==> src/rtl/serial_cfg_master.sv <==
// serial_cfg_master: serialises a {Rate, PR} configuration byte onto SCL/SDA.
// Frame is START, 8 data bits MSB-first, ACK slot, STOP, then a forced idle gap.
// A NACK triggers up to MAX_RETRY further attempts with the same byte.
module serial_cfg_master #(
    parameter int unsigned HALF      = 2,
    parameter int unsigned GAP       = 8,
    parameter int unsigned MAX_RETRY = 2
) (
    input  logic       clk,
    input  logic       reset,
    input  logic       cfg_valid,
    output logic       cfg_ready,
    input  logic [3:0] PR,
    input  logic [2:0] Rate,
    output logic       SCL,
    output logic       SDA_Out,
    output logic       SDA_Enable,
    input  logic       SDA_In,
    output logic       busy,
    output logic       done,
    output logic       ack_ok
);

    localparam int unsigned CntMax = (2 * HALF > GAP) ? 2 * HALF : GAP;
    localparam int unsigned CW     = $clog2(CntMax);
    localparam int unsigned RW     = (MAX_RETRY > 0) ? $clog2(MAX_RETRY + 1) : 1;

    localparam logic [CW-1:0] CntHalfM1 = CW'(HALF - 1);
    localparam logic [CW-1:0] CntHalf   = CW'(HALF);
    localparam logic [CW-1:0] CntQuart  = CW'(HALF / 2);
    localparam logic [CW-1:0] CntSample = CW'(HALF + HALF / 2);
    localparam logic [CW-1:0] CntEnd    = CW'(2 * HALF - 1);
    localparam logic [CW-1:0] CntGapEnd = CW'(GAP - 1);
    localparam logic [RW-1:0] RetryMax  = RW'(MAX_RETRY);

    typedef enum logic [2:0] {StIdle, StStart, StBit, StAck, StStop, StHold} state_e;

    state_e          state_q, state_d;
    logic [CW-1:0]   cnt_q, cnt_d;
    logic [2:0]      idx_q, idx_d;
    logic [RW-1:0]   retry_q, retry_d;
    logic [7:0]      frame_q, frame_d;
    logic            acked_q, acked_d;
    logic            done_q, done_d;
    logic            ack_ok_q, ack_ok_d;
    logic            scl_q, scl_d;
    logic            sda_q, sda_d;
    logic            en_q, en_d;

    // Ready is withheld during the done cycle so a new accept never coincides with done.
    assign cfg_ready  = (state_q == StIdle) && !done_q;
    assign busy       = (state_q != StIdle);
    assign done       = done_q;
    assign ack_ok     = ack_ok_q;
    assign SCL        = scl_q;
    assign SDA_Out    = sda_q;
    assign SDA_Enable = en_q;

    // Next-state: slot counter, bit index, ACK sampling and retry decision.
    always_comb begin
        state_d  = state_q;
        cnt_d    = cnt_q + 1'b1;
        idx_d    = idx_q;
        retry_d  = retry_q;
        frame_d  = frame_q;
        acked_d  = acked_q;
        done_d   = 1'b0;
        ack_ok_d = ack_ok_q;
        unique case (state_q)
            StIdle: begin
                cnt_d   = '0;
                retry_d = '0;
                if (cfg_valid && cfg_ready) begin
                    state_d = StStart;
                    frame_d = {1'b0, Rate, PR};
                end
            end
            StStart: begin
                if (cnt_q == CntHalfM1) begin
                    state_d = StBit;
                    cnt_d   = '0;
                    idx_d   = 3'd7;
                end
            end
            StBit: begin
                if (cnt_q == CntEnd) begin
                    cnt_d = '0;
                    if (idx_q == 3'd0) begin
                        state_d = StAck;
                    end else begin
                        idx_d = idx_q - 3'd1;
                    end
                end
            end
            StAck: begin
                // Anything but a clean low (including X/Z) counts as NACK.
                if (cnt_q == CntSample) begin
                    acked_d = (SDA_In == 1'b0) ? 1'b1 : 1'b0;
                end
                if (cnt_q == CntEnd) begin
                    state_d = StStop;
                    cnt_d   = '0;
                end
            end
            StStop: begin
                if (cnt_q == CntEnd) begin
                    state_d = StHold;
                    cnt_d   = '0;
                end
            end
            StHold: begin
                if (cnt_q == CntGapEnd) begin
                    cnt_d = '0;
                    if (acked_q) begin
                        state_d  = StIdle;
                        done_d   = 1'b1;
                        ack_ok_d = 1'b1;
                    end else if (retry_q < RetryMax) begin
                        state_d = StStart;
                        retry_d = retry_q + 1'b1;
                    end else begin
                        state_d  = StIdle;
                        done_d   = 1'b1;
                        ack_ok_d = 1'b0;
                    end
                end
            end
            default: begin
                state_d = StIdle;
                cnt_d   = '0;
            end
        endcase
    end

    // Bus pin values for the upcoming cycle, derived from the next state so the pins are registered.
    always_comb begin
        scl_d = 1'b1;
        sda_d = sda_q;
        en_d  = en_q;
        unique case (state_d)
            StStart: begin
                sda_d = 1'b0;
                en_d  = 1'b0;
            end
            StBit: begin
                scl_d = (cnt_d >= CntHalf);
                en_d  = 1'b0;
                if (cnt_d == CntQuart) sda_d = frame_d[idx_d];
            end
            StAck: begin
                scl_d = (cnt_d >= CntHalf);
                if (cnt_d == CntQuart) en_d = 1'b1;
            end
            StStop: begin
                scl_d = (cnt_d >= CntHalf);
                if (cnt_d == CntQuart) begin
                    en_d  = 1'b0;
                    sda_d = 1'b0;
                end
            end
            default: begin
                sda_d = 1'b1;
                en_d  = 1'b0;
            end
        endcase
    end

    // State and output registers; asynchronous reset returns the bus to idle.
    always_ff @(posedge clk or posedge reset) begin
        if (reset) begin
            state_q  <= StIdle;
            cnt_q    <= '0;
            idx_q    <= 3'd7;
            retry_q  <= '0;
            frame_q  <= 8'h00;
            acked_q  <= 1'b0;
            done_q   <= 1'b0;
            ack_ok_q <= 1'b0;
            scl_q    <= 1'b1;
            sda_q    <= 1'b1;
            en_q     <= 1'b0;
        end else begin
            state_q  <= state_d;
            cnt_q    <= cnt_d;
            idx_q    <= idx_d;
            retry_q  <= retry_d;
            frame_q  <= frame_d;
            acked_q  <= acked_d;
            done_q   <= done_d;
            ack_ok_q <= ack_ok_d;
            scl_q    <= scl_d;
            sda_q    <= sda_d;
            en_q     <= en_d;
        end
    end

endmodule
==> config.mk <==
export PLATFORM = sky130hd
export DESIGN_NAME = serial_cfg_master
export DESIGN_NICKNAME = d
export VERILOG_FILES = /design/src/rtl/serial_cfg_master.sv
export SDC_FILE = /design/constraint.sdc
export NUM_CORES = 1
export LEC_CHECK = 0
export CORE_MARGIN = 3
export CORE_UTILIZATION = 40
export DETAILED_ROUTE_END_ITERATION = 16
export GPL_TIMING_DRIVEN = 0
export PLACE_DENSITY_LB_ADDON = 0.2
export SETUP_SLACK_MARGIN = 0.05
export SLEW_MARGIN = 25
export SYNTH_ARGS = -nofsm -noshare
export SYNTH_HDL_FRONTEND = slang
export SYNTH_SLANG_ARGS = --single-unit
==> constraint.sdc <==
create_clock -name clk -period 2.1 [get_ports clk]
set_input_delay 0.42 -clock clk [delete_from_list [all_inputs] [get_ports clk]]
set_output_delay 0.42 -clock clk [all_outputs]
set_load 0.005 [all_outputs]
==> results of run 1 <==
## stage by stage
step,worst slack (ps),utilization,cell area (µm²)
detailed placement,-289,0.499,1720
CTS,-232,0.526,1810
global route,-302,0.545,1870
finish,-208,0.545,1870
global placement,-260,0.499,1720
floorplan,-68.1,-,1490
## per-layer routing
metal	wire length [µm]	vias up
met5	0	-
met4	57	0
met3	73	4
met2	1280	17
met1	1520	532
li1	-	553
## report_power, final
group | internal, mW | switching (mW)
logic | 0.0239 | 0.0182
registers | 0.483 | 0.00105
clock network | 0.140 | 0.173
## kinds of logic after synthesis
kind of cell,Yosys count
compound gates,30
fa+ha+maj,9
buf+inv,14
flops,25
mux,12
simple gates,50
## state kept, by name, summed over array words and instances, names as in the netlist, 2 cells and up
register / flops
retry_q: 2
frame_q: 8
idx_q: 3
cnt_q: 3
state_q: 3
## what timing repair did
item,4_1_cts,5_1_grt
resized for setup,3,7
hold buffers,0,0
pin swaps,4,4
setup endpoints to repair,4,5
buffers inserted,4,5
## synthesized netlist by cell type, drive strengths merged
library cell / number / area [µm²]
dfrtp: 20 / 500
nand2: 12 / 47.6
inv: 10 / 37.5
ha: 9 / 113
nor2: 9 / 38.8
mux2: 8 / 90.1
a21oi: 7 / 35.0
o21ai: 7 / 35.0
nor2b: 6 / 47.5
dfstp: 5 / 131
buf: 4 / 41.3
mux2i: 4 / 40.0
nand2b: 4 / 25.0
and3: 3 / 18.8
nor3: 3 / 15.0
a22oi: 2 / 15.0
and2: 2 / 12.5
nand3: 2 / 10.0
nor4: 2 / 27.5
o21a: 2 / 15.0
o22a: 2 / 17.5
a211o: 1 / 8.76
a21o: 1 / 7.51
a221o: 1 / 10.0
a22o: 1 / 8.76
a31oi: 1 / 6.26
a41oi: 1 / 8.76
and3b: 1 / 8.76
and4: 1 / 11.3
and4bb: 1 / 12.5
nor3b: 1 / 7.51
nor4b: 1 / 23.8
o211ai: 1 / 7.51
o221ai: 1 / 8.76
o22ai: 1 / 6.26
o31ai: 1 / 7.51
or2b: 1 / 7.51
or3: 1 / 6.26
## worst max-delay path by stage
stage	cells after the start	to	slack (ps)	start
2_1_floorplan	8	SDA_Out	-70	cnt_q[0]
3_3_place_gp	8	SDA_Out	-260	cnt_q[0]
3_5_place_dp	8	SDA_Out	-290	cnt_q[0]
4_1_cts	9	SDA_Out	-230	cnt_q[1]
5_1_grt	10	SDA_Out	-300	cnt_q[1]
6_report	10	SDA_Out	-210	cnt_q[1]
## critical path: cells and delay by family, from the launching register on
kind,cells,cell delay (ps)
fa+ha+maj,1,160
buf+inv,2,200
mux,1,110
flops,1,420
compound gates,2,280
simple gates,4,1100
## area by class of cell
cell class | count | area, µm² | area share
buffer | 4 | 41.3 | 0.0220
clock buffer | 3 | 41.3 | 0.0220
clock inverter | 1 | 8.76 | 0.00467
inverter | 10 | 40.0 | 0.0214
multi-input combinational | 101 | 813 | 0.434
sequential | 25 | 634 | 0.338
tap | 46 | 57.6 | 0.0307
timing repair buffer | 26 | 238 | 0.127
==> metrics.md, run 1 <==
| Metric | Value |
|---|---|
| Reg2reg path depth | 10 |
| Port bufs | 17 |
| Worst vdd rail ir drop | 0.000339 V |
| FF-to-FF End | SDA_Out |
| RD Place Congestion | 0.856 |
| Yosys reg bits | 25 |
| Worst Skew | 9.44 ps |
| First-pass GRT wire length | 5.05 mm |
| Layout Area Growth over Synthesis | 27.4% |
| Io pins | 18 |
| H-tree depth | 1 |
| Initial DRC count | 31 |
| Initial Util | 0.427 |
| Total Power | 0.839 mW |
| Reg clk slew, reported paths | 100 ps |
| Final Cycle Share | 1.10 |
| Post-synthesis sequential area ratio | 0.429 |
| Failing checks | negative setup slack |
| TritonCTS clock tree | done |
| Final Non-Filler Cells | 216 |
| Root Driver | clkbuf_8 |
| Fillers | 307 |
| Largest family of logic cells by synthesized area | simple AND/OR/NAND/NOR gates |
| Die W | 66.7 µm |
| Grt met1 use | 0.212 |
| Slowest stage cell, crit path | dfrtp_1 |
| Critical path class | reg2reg |
| Overflow after GRT | 0 |
| Outcome | finished, violations left |
| WHS Endpoint | frame_q[7] |
| Gr usage total | 0.150 |
| Final ANT Viol Nets | 0 |
| Fmax | 433 MHz |
| RSZ-0062 raised after global routing | true |
| Leakage | 0.883 nW |
| Fin crit period | 2310 ps |
| Full die area | 4440 µm² |
| Highest-count cells in the layout ignoring fill and taps | dfrtp_1 (18), clkdlybuf4s50_1 (17), nand2_1 (11) |
| Xor and xnor area share after synthesis | 0 |
| Residual DRC | 0 |
| Cell count after placement | 203 |
| Mux contribution to synthesized area | 0.0884 |
| Max incr delay on CP | 420 ps |
| TritonCTS buffer count | 3 |
| Worst R2R Start | cnt_q[1] |
| Met2 Track Usage GR | 0.219 |
| Worst hold stages | 1 |
| Flop-to-flop setup slack | -210 ps |
| Chip height | 66.7 µm |
| Worst Path Required | 2330 ps |
| Core area | 3440 µm² |
| Worst-path maximum fanout | 5 |
| PwrDens | 448 nW/µm² |
| Final setup vio count | 2 |
| Met3 track demand over resource | 0.0202 |
| Ratio of cells with drive above 1 in the final layout | 0.300 |
| Vias/cell | 5.12 |
| Cell Chain, Critical Path | inv_1 -> ha_2 -> or2b_4 -> or3_4 -> o21a_1 -> buf_6 -> mux2i_1 -> and3b_1 -> nor4_2 -> a211o_1 |
| Initial antenna violation count | 0 |
| HP Class | reg2reg |
| Cell count after synthesis | 140 |
| Post-Syn Area | 1470 µm² |
| CP Launch Type | flip-flop |
| Vias in the first global route | 1,113 |
| Number of diodes | 0 |
| Worst setup EP type | flip-flop |
| Worst Tran Pin Value | 912 ps |
| Synth Net Count | 160 |
| Clk_lat worst skew | 280 ps |
| Hold Fails Final Rpt | 0 |
| Syn Area/Cell | 10.5 µm² |
| Commonest non-fill, non-tap cell in the layout | dfrtp_1 |
| Setup TNS Final | -279 ps |
| WHS | 487 ps |
| Max Slew Vio Count | 0 |
| GR peak layer | met2 |
| Slew HR | 0.391 |
| Post-synthesis simple-gate area fraction | 0.218 |
| Detail Placement HPWL | 2.13 mm |
| Max Cap Violations | 0 |
| Worst setup margin | -208 ps |
| # rows | 21 |
| Yosys Warn Count | 0 |
| Final WL | 2.94 mm |
| Max Root-Sink Buffers | 2 |
| Post-synthesis cell type count | 46 |
| Sinks on Clock Net | 25 |
| WL/cell | 13.6 µm |
| DRT Pass-1 Iters | 4 |
| Pin count of the biggest net entering global routing | 26 |
| Synth Area in Adders | 0.0765 |
| Worst EP arrival | 2540 ps |
| Compound-cell area share of the yosys netlist | 0.134 |
| Hold_sp | frame_q[7] |
| Vias after detailed routing | 1,106 |
| Nets@finish | 191 |
(Power assumes the default switching activity.)
==> run 2, diff against run 1 <==
CORE_UTILIZATION = 30   (was 40)
GPL_TIMING_DRIVEN = default   (was 0)
==> metrics.md, run 2 (synthesis results as in run 1) <==
| Metric | Value |
|---|---|
| Outcome | finished, violations left |
| Failing checks | negative setup slack |
| Residual DRC | 0 |
| TritonCTS clock tree | done |
| Clk_lat worst skew | 270 ps |
| Pin count of the biggest net entering global routing | 26 |
| Initial antenna violation count | 0 |
| Initial Util | 0.325 |
| Critical path class | reg2reg |
| Final Cycle Share | 1.08 |
| Flop-to-flop setup slack | -160 ps |
| Post-Layout Inst Area | 2000 µm² |
| Ratio of cells with drive above 1 in the final layout | 0.342 |
| Leakage | 0.967 nW |
| DRT Pass-1 Iters | 4 |
| Gr usage total | 0.113 |
| Layout Area Growth over Synthesis | 35.7% |
| # rows | 24 |
| RD Place Congestion | 0.888 |
| Final WL | 3.16 mm |
| DP Area | 1890 µm² |
| Overflow after GRT | 0 |
| Worst Skew | 1.38 ps |
| Worst Tran Pin Value | 324 ps |
| Vias in the first global route | 1,236 |
| Worst vdd rail ir drop | 0.000273 V |
| Fin crit period | 2260 ps |
| Hold Fails Final Rpt | 0 |
| FF-to-FF End | SDA_Out |
| Root Driver | clkbuf_8 |
| Detail Placement HPWL | 2.36 mm |
| Max Cap Violations | 0 |
| Slew HR | 0.784 |
| Worst-path maximum fanout | 3 |
| Setup TNS Final | -239 ps |
| TritonCTS buffer count | 3 |
| Highest-count cells in the layout ignoring fill and taps | buf_4 (30), dfrtp_1 (19), clkdlybuf4s50_1 (15) |
| Worst R2R Start | cnt_q[1] |
| Biggest register | frame_q |
| Max Root-Sink Buffers | 2 |
| PwrDens | 419 nW/µm² |
| Reg2reg path depth | 9 |
| Nets@finish | 208 |
| Final ANT Viol Nets | 0 |
| Met3 track demand over resource | 0.0260 |
| CP Launch Type | flip-flop |
| H-tree depth | 1 |
| Port bufs | 17 |
| Sinks on Clock Net | 25 |
| Full die area | 5780 µm² |
| Vias/cell | 4.70 |
| Number of diodes | 0 |
| Worst EP arrival | 2470 ps |
| Worst setup EP type | flip-flop |
| GR peak layer | met2 |
| Fmax | 442 MHz |
| Grt met1 use | 0.150 |
| WL/cell | 12.5 µm |
| Largest register FFs | 8 |
| Die W | 76.0 µm |
| Met2 Track Usage GR | 0.181 |
| Chip height | 76.0 µm |
| Initial DRC count | 34 |
| Worst setup margin | -162 ps |
| Final setup vio count | 2 |
| RSZ-0062 raised after global routing | true |
| DP Worst Slack | -181 ps |
| Reg clk slew, reported paths | 90 ps |
| Worst Path Required | 2310 ps |
| Max Slew Vio Count | 0 |
| Core area | 4530 µm² |
| HP Class | in2async |
| Io pins | 18 |
| Vias after detailed routing | 1,184 |
| First-pass GRT wire length | 5.44 mm |
| Commonest non-fill, non-tap cell in the layout | buf_4 |
| Total Power | 0.836 mW |
| CTS hold repair buffers | 0 |
==> run 2: cell types whose count changed in the layout (fill, tap and decap cells not counted), sizes merged <==
cell | previous run | this run
buf | 13 | 30
dlygate4sd2 | 0 | 2
clkdlybuf4s50 | 17 | 15
==> run 2: routing by layer <==
| layer | part of all wire | up-vias |
|---|---|---|
| met4 | 0.020 | 0 |
| met1 | 0.48 | 563 |
| met2 | 0.46 | 24 |
| li1 | - | 591 |
| met3 | 0.037 | 6 |
| met5 | 0 | - |
==> run 2: how the worst max path moves through the flow <==
| stage | from | end | slack [ps] | cells past startpoint |
|---|---|---|---|---|
| after floorplan | cnt_q[0] | SDA_Out | -70 | 8 |
| after global placement | cnt_q[1] | SDA_Out | -120 | 9 |
| after detailed placement | cnt_q[0] | SDA_Out | -180 | 9 |
| after CTS | cnt_q[1] | SDA_Out | -170 | 9 |
| after global routing | cnt_q[1] | SDA_Out | -300 | 9 |
| final | cnt_q[1] | SDA_Out | -160 | 9 |
==> run 2: final cells by class <==
cell class,count,area [µm²]
clock buffers,3,41.3
clock inverters,1,8.76
fillers,444,2540
inverters,10,37.5
multi-input cells,101,802
flip-flops and latches,25,633
well taps,65,81.3
repair buffers,47,393
==> run 2: what timing repair did <==
item,in CTS,in global routing
cloned,0,0
hold endpoints to repair,0,0
pin swaps,1,0
buffers inserted,3,2
gates resized for setup,4,4
endpoints found under the setup margin,4,3
==> run 2: power by group <==
| group | switching, mW | internal, mW |
|---|---|---|
| registers | 0.000993 | 0.483 |
| logic | 0.0191 | 0.0263 |
| clock network | 0.168 | 0.139 |
==> run 2: worst max-delay path, stage by stage, from the launching register on <==
cell     delay, ps
dfrtp_1        420
inv_1           70
ha_1           150
or2b_1         260
and4_4         180
a221o_1        330
nor4b_4        320
nor2_2          50
o21a_1         170
a211o_1        260
==> run 2: stage by stage <==
stage | hold WS (ps) | util | cells
final | 484 | 0.440 | 252
after detailed placement | 482 | 0.416 | 243
after global placement | 472 | 0.416 | 243
after global routing | 509 | 0.440 | 252
after floorplan | 444 | - | 140
after CTS | 484 | 0.433 | 250
==> run 3, diff against run 2 <==
ABC_AREA = 1   (was default)
SKIP_LAST_GASP = 1   (was default)
==> metrics.md, run 3 <==
| Metric | Value |
|---|---|
| Post-synthesis sequential area ratio | 0.419 |
| Top cell type's share of synthesized area | 0.332 |
| Vias/cell | 4.31 |
| Worst-path maximum fanout | 4 |
| Overflow after GRT | 0 |
| Synth top area cells | dfrtp_1 (33%), nand2_1 (10%), inv_1 (9.2%) |
| DRT Pass-1 Iters | 4 |
| HP Class | reg2reg |
| Initial DRC count | 33 |
| Max incr delay on CP | 500 ps |
| Largest register FFs | 8 |
| H-tree depth | 1 |
| Finished Core Util | 0.386 |
| Fin crit period | 1960 ps |
| First-pass GRT wire length | 5.40 mm |
| Nets@finish | 238 |
| Yosys Warn Count | 0 |
| Final WL | 2.99 mm |
| FF-to-FF End | SDA_Out |
| Worst hold stages | 2 |
| RD Place Congestion | 0.812 |
| Sinks on Clock Net | 25 |
| Port bufs | 17 |
| Die W | 76.9 µm |
| Ratio of cells with drive above 1 in the final layout | 0.198 |
| Cell count after synthesis | 192 |
| Detail Placement HPWL | 2.33 mm |
| Initial antenna violation count | 0 |
| WHS Endpoint | frame_q[7] |
| Clk_lat worst skew | 270 ps |
| Final setup vio count | 0 |
| Hold Fails Final Rpt | 0 |
| Post-synthesis cell type count | 26 |
| Fmax | 509 MHz |
| Core area | 4790 µm² |
| Final Cycle Share | 0.935 |
| Worst setup EP type | output pin |
| Reg clk slew, reported paths | 90 ps |
| Cell taking the most area after synthesis | dfrtp_1 |
| Residual DRC | 0 |
| Reg2reg path depth | 12 |
| Asr flop ratio synth | 1.00 |
| Root Driver | clkbuf_8 |
| PwrDens | 445 nW/µm² |
| Vias in the first global route | 1,236 |
| Worst Path Required | 1680 ps |
| Chip height | 76.9 µm |
| Worst Tran Pin Value | 339 ps |
| EDFF count, synth | 0 |
| Layout Area Growth over Synthesis | 22.8% |
| Max Root-Sink Buffers | 2 |
| Post-Syn Area | 1510 µm² |
| Commonest non-fill, non-tap cell in the layout | nand2_1 |
| Full die area | 5910 µm² |
| Synth Net Count | 212 |
| WL/cell | 10.5 µm |
| Main synth FF type | dfrtp_1 |
| Slowest stage cell, crit path | clkdlybuf4s50_1 |
| Yosys reg bits | 25 |
| Hold_sp | frame_q[7] |
| Max Cap Violations | 0 |
| Initial Util | 0.315 |
| Number of diodes | 0 |
| Syn Area/Cell | 7.85 µm² |
| Worst Skew | 5.06 ps |
| Biggest register | frame_q |
| Most frequent cell after synthesis | nand2_1 |
| Leakage | 0.902 nW |
| TritonCTS clock tree | done |
| Pin count of the biggest net entering global routing | 26 |
| Final ANT Viol Nets | 0 |
| Worst vdd rail ir drop | 0.000442 V |
| # rows | 25 |
| Worst setup path start | state_q[1] |
| Worst EP arrival | 1540 ps |
| Total Power | 0.823 mW |
| Outcome | finished, final reports clean |
| Slew HR | 0.772 |
| Gr usage total | 0.111 |
| RSZ-0062 raised after global routing | true |
| CP Launch Type | flip-flop |
| Post-synth top cells | nand2_1 (42), inv_1 (37), dfrtp_1 (20), nand3_1 (19), nor2_1 (14) |
| Critical path class | reg2out |
| Setup TNS Final | 0 ps |
| Flop-to-flop setup slack | 200 ps |
| Max Slew Vio Count | 0 |
| Cell Chain, Critical Path | nor2_4 -> nand2_2 -> nor2_1 -> clkdlybuf4s50_1 |
| TritonCTS buffer count | 3 |
| Io pins | 18 |
| Vias after detailed routing | 1,224 |
| Highest-count cells in the layout ignoring fill and taps | nand2_1 (41), inv_1 (36), dfrtp_1 (19), nand3_1 (19), clkdlybuf4s50_1 (17) |
| Worst R2R Start | cnt_q[0] |
## run 3: changes by cell type after synthesis, moves of 5 or more
cell	change
a21oi_1	-5
inv_1	+28
mux2_2	-7
nand2_1	+31
nand3_1	+17
nor2_1	+7
o21ai_0	+7
## run 3: what timing repair did
item / in CTS / in global routing
resized for setup: 2 / 6
endpoints found under the hold margin: 0 / 0
endpoints found under the setup margin: 1 / 2
hold buffers: 0 / 0
buffers inserted: 2 / 1
## run 3: how the worst max path moves through the flow
stage	cells past startpoint	endpoint	slack, ps
6_report	4	cfg_ready	140
3_3_place_gp	8	SDA_Out	90
3_5_place_dp	8	SDA_Out	90
5_1_grt	12	SDA_Out	20
4_1_cts	4	cfg_ready	70
2_1_floorplan	11	SDA_Out	350
## run 3: cell type report
class                      count  area, µm²
clock buffer                   4       45.0
fill                         508       2940
inverter                      41        154
multi-input combinational    125        726
sequential                    25        633
tap                           67       83.8
timing repair buffer          22        208
## run 3: metrics by stage
| step | hold slack [ps] | std cells | instance area (µm²) | setup WS [ps] |
|---|---|---|---|---|
| finish | 491 | 284 | 1850 | 137 |
| global route | 517 | 284 | 1850 | 22.9 |
| CTS | 502 | 283 | 1830 | 72.9 |
| detailed placement | 478 | 277 | 1760 | 92.0 |
| global placement | 469 | 277 | 1760 | 90.5 |
| floorplan | 431 | 192 | 1510 | 346 |
## run 3: layer usage
layer  vias up  wire, µm  track usage
li1        651         -            -
met1       549      1490        0.139
met3         8        77       0.0246
met2        16      1370        0.188
met5         -         0            0
met4         0        61       0.0380
## run 3: power by group
part	internal [mW]	total, mW	leakage, nW	switching, mW
logic	0.0240	0.0445	0.610	0.0205
registers	0.483	0.484	0.269	0.00107
clock network	0.136	0.295	0.0228	0.159
## run 3: logic make-up (layout without fill, tap and decap cells)
kind of cell             count (synthesis)  in the layout  share of synthesized area
buffers and inverters                   42             67                      0.110
multiplexers                             1              1                    0.00747
AO/OA/AOI/OAI                           21             21                     0.0847
AND/OR/NAND/NOR                         94             94                      0.304
flip-flops                              25             25                      0.419
adder cells (fa/ha/maj)                  9              9                     0.0748
## run 3: worst max-delay path: cells and delay by family, from the launching register on
family        cells  cell delay [ps]
buf+inv           1              500
flops             1              420
simple gates      3              360
